File: config.mk
export PLATFORM = sky130hd
export DESIGN_NAME = divisor_secuencial
export DESIGN_NICKNAME = d
export VERILOG_FILES = /design/src/rtl/divisor_secuencial.sv
export SDC_FILE = /design/constraint.sdc
export NUM_CORES = 1
export LEC_CHECK = 0
export CAP_MARGIN = 20
export CORE_UTILIZATION = 51
export CTS_BUF_LIST = sky130_fd_sc_hd__clkbuf_16
export CTS_CLUSTER_DIAMETER = 120
export CTS_CLUSTER_SIZE = 40
export DETAILED_ROUTE_END_ITERATION = 10
export DONT_BUFFER_PORTS = 1
export PLACE_DENSITY = 0.73
export SLEW_MARGIN = 20
export SYNTH_ARGS = -nofsm -noshare
export SYNTH_HDL_FRONTEND = slang
export SYNTH_SLANG_ARGS = --single-unit
File: constraint.sdc
create_clock -name clk -period 2.15 [get_ports clk]
set_input_delay 0.215 -clock clk [delete_from_list [all_inputs] [get_ports clk]]
set_output_delay 0.215 -clock clk [all_outputs]
set_load 0.01 [all_outputs]
File: src/rtl/divisor_secuencial.sv
// divisor_secuencial
// Sequential 16-bit by 8-bit unsigned restoring divider with byte-wise
// operand entry. Each rising edge of btn latches sw into the next operand
// slot (dividend high byte, dividend low byte, divisor). A non-zero divisor
// starts a 16-clock restoring division; a zero divisor goes straight to
// DONE with a saturated quotient and the div_by_zero flag set. One more btn
// edge in DONE returns the block to LOAD_HI for the next entry.
//
// Ports
//   clk          in   clock, all state updates on its rising edge
//   resetCU      in   synchronous active-high reset
//   btn          in   operand-entry strobe (rising edge acted on)
//   sw[7:0]      in   operand byte, sampled with an accepted btn edge
//   quotient     out  16-bit result quotient, updated on entry to DONE
//   remainder    out  8-bit result remainder, updated on entry to DONE
//   busy         out  high while the division is running (CALC)
//   done         out  high while a result is presented (DONE)
//   div_by_zero  out  high in DONE when the divisor was zero
//
// state    | meaning
// ---------+-----------------------------------------------------------
// LOAD_HI  | waiting for the dividend high byte
// LOAD_LO  | waiting for the dividend low byte
// LOAD_DIV | waiting for the divisor byte
// CALC     | one restoring step per clock, 16 clocks total
// DONE     | result presented; next btn edge returns to LOAD_HI

module divisor_secuencial (
    input  logic        clk,
    input  logic        resetCU,
    input  logic        btn,
    input  logic [7:0]  sw,
    output logic [15:0] quotient,
    output logic [7:0]  remainder,
    output logic        busy,
    output logic        done,
    output logic        div_by_zero
);

    localparam logic [2:0] LOAD_HI  = 3'd0;
    localparam logic [2:0] LOAD_LO  = 3'd1;
    localparam logic [2:0] LOAD_DIV = 3'd2;
    localparam logic [2:0] CALC     = 3'd3;
    localparam logic [2:0] DONE     = 3'd4;

    logic [2:0]  r_state;
    logic        r_btn_d;
    logic [15:0] r_dividend;
    logic [7:0]  r_d;
    logic [15:0] r_q;
    logic [8:0]  r_r;
    logic [3:0]  r_step;
    logic [15:0] r_quotient;
    logic [7:0]  r_remainder;
    logic        r_dbz;

    logic        w_evt;
    logic [8:0]  w_r_shift;
    logic        w_ge;
    logic [8:0]  w_r_next;
    logic [15:0] w_q_next;

    assign w_evt = btn & ~r_btn_d;

    // One restoring step: shift the next dividend bit into r, then subtract
    // the divisor when it fits. r[8] is always 0 after a step because r < d,
    // but folding it into the compare keeps the step correct on its own.
    assign w_r_shift = {r_r[7:0], r_q[15]};
    assign w_ge      = r_r[8] | (w_r_shift >= {1'b0, r_d});
    assign w_r_next  = w_ge ? (w_r_shift - {1'b0, r_d}) : w_r_shift;
    assign w_q_next  = {r_q[14:0], w_ge};

    always_ff @(posedge clk) begin
        if (resetCU) begin
            r_state     <= LOAD_HI;
            r_btn_d     <= 1'b0;
            r_dividend  <= 16'h0000;
            r_d         <= 8'h00;
            r_q         <= 16'h0000;
            r_r         <= 9'h000;
            r_step      <= 4'd0;
            r_quotient  <= 16'h0000;
            r_remainder <= 8'h00;
            r_dbz       <= 1'b0;
        end else begin
            r_btn_d <= btn;
            case (r_state)
                LOAD_HI: begin
                    if (w_evt) begin
                        r_dividend[15:8] <= sw;
                        r_state          <= LOAD_LO;
                    end
                end
                LOAD_LO: begin
                    if (w_evt) begin
                        r_dividend[7:0] <= sw;
                        r_state         <= LOAD_DIV;
                    end
                end
                LOAD_DIV: begin
                    if (w_evt) begin
                        r_d <= sw;
                        if (sw != 8'h00) begin
                            r_q     <= r_dividend;
                            r_r     <= 9'h000;
                            r_step  <= 4'd0;
                            r_state <= CALC;
                        end else begin
                            r_quotient  <= 16'hFFFF;
                            r_remainder <= 8'h00;
                            r_dbz       <= 1'b1;
                            r_state     <= DONE;
                        end
                    end
                end
                CALC: begin
                    // btn edges are deliberately not looked at here.
                    r_q <= w_q_next;
                    r_r <= w_r_next;
                    if (r_step == 4'd15) begin
                        r_quotient  <= w_q_next;
                        r_remainder <= w_r_next[7:0];
                        r_state     <= DONE;
                    end else begin
                        r_step <= r_step + 4'd1;
                    end
                end
                DONE: begin
                    // Acknowledge only; sw is not consumed on this edge.
                    if (w_evt) begin
                        r_dbz   <= 1'b0;
                        r_state <= LOAD_HI;
                    end
                end
                default: begin
                    r_state <= LOAD_HI;
                end
            endcase
        end
    end

    assign quotient    = r_quotient;
    assign remainder   = r_remainder;
    assign busy        = (r_state == CALC);
    assign done        = (r_state == DONE);
    assign div_by_zero = r_dbz;

endmodule

==> results.md <==
* Initial antenna violation count at 0
* Yosys warning count at 0
* Synth Register Bits at 82
* Total grt overflow at 0
* Unrepaired setup endpoints after global routing: true
* Syn_nets at 466
* WL per Instance at 17.1 um
* Final core occ at 0.625
* Hold path depth at 1
* Largest net degree at the start of global routing at 52
* Residual DRC count at 0
* DRT Wirelength at 9550 um
* Final hold violations at 0
* CP required at 2.37 ns
* CTS tree: built
* Synth async-reset ratio at 0
* Post-DP HPWL at 6560 um
* Crit-path max cell delay at 0.38 ns
* Gate Count Post-Synth at 445
* Floorplan core area at 6940 um^2
* Hold_sp: btn
* CP delay by family, top: compound AO/OA/AOI/OAI gates
* GRT Resource Usage Total at 0.259
* Setup TNS Final at 0 ns
* Fin crit share at 0.977
* Layout Skew at 0.00345 ns
* RR Endpoint: remainder[1]
* Final Slew Violations at 0
* RePlAce Congestion at 0.910
* Area grow syn2layout at 16.1%
* Worst slew pin tran at 0.552 ns
* CTS Buf Count at 9
* Final net count at 478
* Top cell type's share of synthesized area at 0.439
* Post-synthesis cell area at 3740 um^2
* Mapped Avg Cell Area at 8.41 um^2
* Clock Sinks at 82
* CP Capture Type: register
* Post-CTS Setup Inserts at 0
* Slew margin rel. at 0.627
* Startpoint types: register
* Number of global-route vias before repair at 2,969
* FF-to-FF Start: r_d[1]
* Chip width at 87.6 um
* Outcome: finished clean
* Crit-path max FO at 9
* PwrDens at 835 nW/um^2
* FP Rows at 30
* Class of the most critical hold timing path: in -> reg
* Setup-failing EPs final at 0
* IO Count at 38
* Post-synth top flop: dfxtp_1
* Buf+Inv Stages, Crit Path at 1
* Max Fclk at 476 MHz
* VDD IR-drop max at 0.441 mV
* DIE AREA at 7680 um^2
* R2R cell count at 7
* Clk Latency, worst-skew pair at 0.33 ns
* Largest cells by area after synthesis: dfxtp_1, nor2_1, mux2i_1
* CTS root buffer: clkbuf_16
* Tmin final at 2.10 ns
* Initial drt markers at 196
* CTS max path bufs at 2
* Crit path kind: reg -> reg
* H-tree depth at 3
* EDFF count, synth at 0
* Die height at 87.6 um
* Share of cells above drive strength 1 at 0.115
* Number of library cell types mapped by synthesis at 52
* CP arrival at 2.32 ns
* Slowest-stage cell, CP: a211oi_2
* Max-Cap Viols at 0
* Sequential share of the synthesized area at 0.439
* # diodes at 0
* Antenna-violating nets left at 0
* Leak pwr at 1.69 nW
* Reg clk slew, reported paths at 0.06 ns
* Starting density of the core at 0.539
* Leading area contributor after synthesis: dfxtp_1
* First-pass GRT wire length at 15,100 um
* Reg2Reg Setup Slack at 0.05 ns
* Crit path cell chain: inv_1, ha_1, nand2b_1, a211oi_2, o221a_4, o21ai_0, a32o_1
* Port Buf Inserts at 0
* Hold Path Sink: r_btn_d
* Vias per cell at 5.97
* First-pass detailed-route iteration total at 5
* Detailed-route via count at 3,333
stage by stage:
step | power [mW] | hold slack, ns | setup WS (ns) | cells | cell area [um^2]
final | 3.63 | 0.0126 | 0.0496 | 558 | 4340
after global routing | 3.74 | 0.0261 | -0.0310 | 558 | 4340
after CTS | 3.63 | 0.00964 | 0.0408 | 558 | 4330
after detailed placement | 1.95 | 0.294 | -0.110 | 541 | 3970
after global placement | 1.95 | 0.291 | -0.0991 | 541 | 3970
after floorplan | 1.87 | 0.343 | 0.135 | 445 | 3740
area by class of cell:
type	instances	area, um^2
multi-input combinational	323	1970
tap	96	120
timing repair buffer	27	228
sequential	82	1640
fill	603	2600
clock inverter	7	101
inverter	14	52.6
clock buffer	9	225
cells in the final DEF, fill, tap and decap left out, types with 2 or more instances in the layout:
cell / n
nor2_1: 96
dfxtp_1: 82
nand2_1: 27
buf_4: 25
nor3_1: 23
a21oi_1: 21
mux2i_1: 18
o21bai_1: 15
a211oi_1: 15
inv_1: 14
nand2b_1: 10
o211ai_1: 10
o21ai_0: 10
ha_1: 9
clkbuf_16: 9
nand3_1: 7
xor2_1: 6
a32o_1: 5
nand4_1: 4
or4_1: 4
or3_1: 3
and2_1: 2
a211oi_2: 2
nor2b_1: 2
o2111ai_1: 2
nor4b_1: 2
a41oi_1: 2
o31ai_1: 2
bufinv_16: 2
buf_12: 2
registers in the layout, indices dropped and copies added (netlist names):
register     cells
r_d              8
r_step           4
r_state          3
r_btn_d          1
div_by_zero      1
remainder        8
r_q             16
r_dividend      16
quotient        16
r_r              9
synthesized netlist by cell type (all sizes together), types with 2 or more instances:
cell and n:
a211oi 17, a21oi 22, a32o 5, a41oi 2, and2 2, buf 3
clkbuf 23, dfxtp 82, ha 9, inv 14, mux2i 18, nand2 27
nand2b 10, nand3 7, nand4 4, nor2 97, nor2b 2, nor3 23
nor4 3, nor4b 2, o2111ai 2, o211ai 10, o21ai 11, o21bai 15
o31ai 2, or3 3, or4 4, xor2 6
power by group:
group	internal [mW]	switching [mW]
clock	1.03	0.641
sequential	1.56	0.0320
combinational	0.144	0.218
cell families after synthesis:
| family | synth area share |
|---|---|
| simple gates | 0.237 |
| flops | 0.439 |
| compound gates | 0.186 |
| fa+ha+maj | 0.0355 |
| xor+xnor | 0.0140 |
| mux | 0.0482 |
| buf+inv | 0.0411 |
worst register-to-register path: stages (launching register included):
cell and delay (ns):
dfxtp_1 0.37, inv_1 0.08, ha_1 0.29, nand2b_1 0.08, a211oi_2 0.38, o221a_4 0.36, o21ai_0 0.15, a32o_1 0.28
timing repair:
action | CTS | global route
hold buffers | 1 | 0
cloned | 0 | 0
endpoints found under the setup margin | 14 | 8
endpoints found under the hold margin | 51 | 0
resized for setup | 2 | 3
routing by layer:
layer | up-vias | global-route usage | wire length (um)
met3 | 12 | 0.0490 | 691
met4 | 0 | 0.0909 | 150
met2 | 121 | 0.396 | 4290
li1 | 1604 | - | -
met5 | - | 0 | 0
met1 | 1596 | 0.366 | 4420
how the worst max path moves through the flow:
| stage | depth (start not counted) | startpoint | to | slack, ns |
|---|---|---|---|---|
| final | 7 | r_d[1] | remainder[1] | 0.05 |
| after global routing | 7 | r_r[3] | r_r[3] | -0.03 |
| after CTS | 7 | r_d[1] | remainder[1] | 0.04 |
| after detailed placement | 7 | r_d[1] | r_r[6] | -0.11 |
| after global placement | 8 | r_d[1] | r_r[4] | -0.1 |
| after floorplan | 6 | sw[1] | remainder[7] | 0.13 |
No activity file was read; power rests on OpenSTA's default activity.
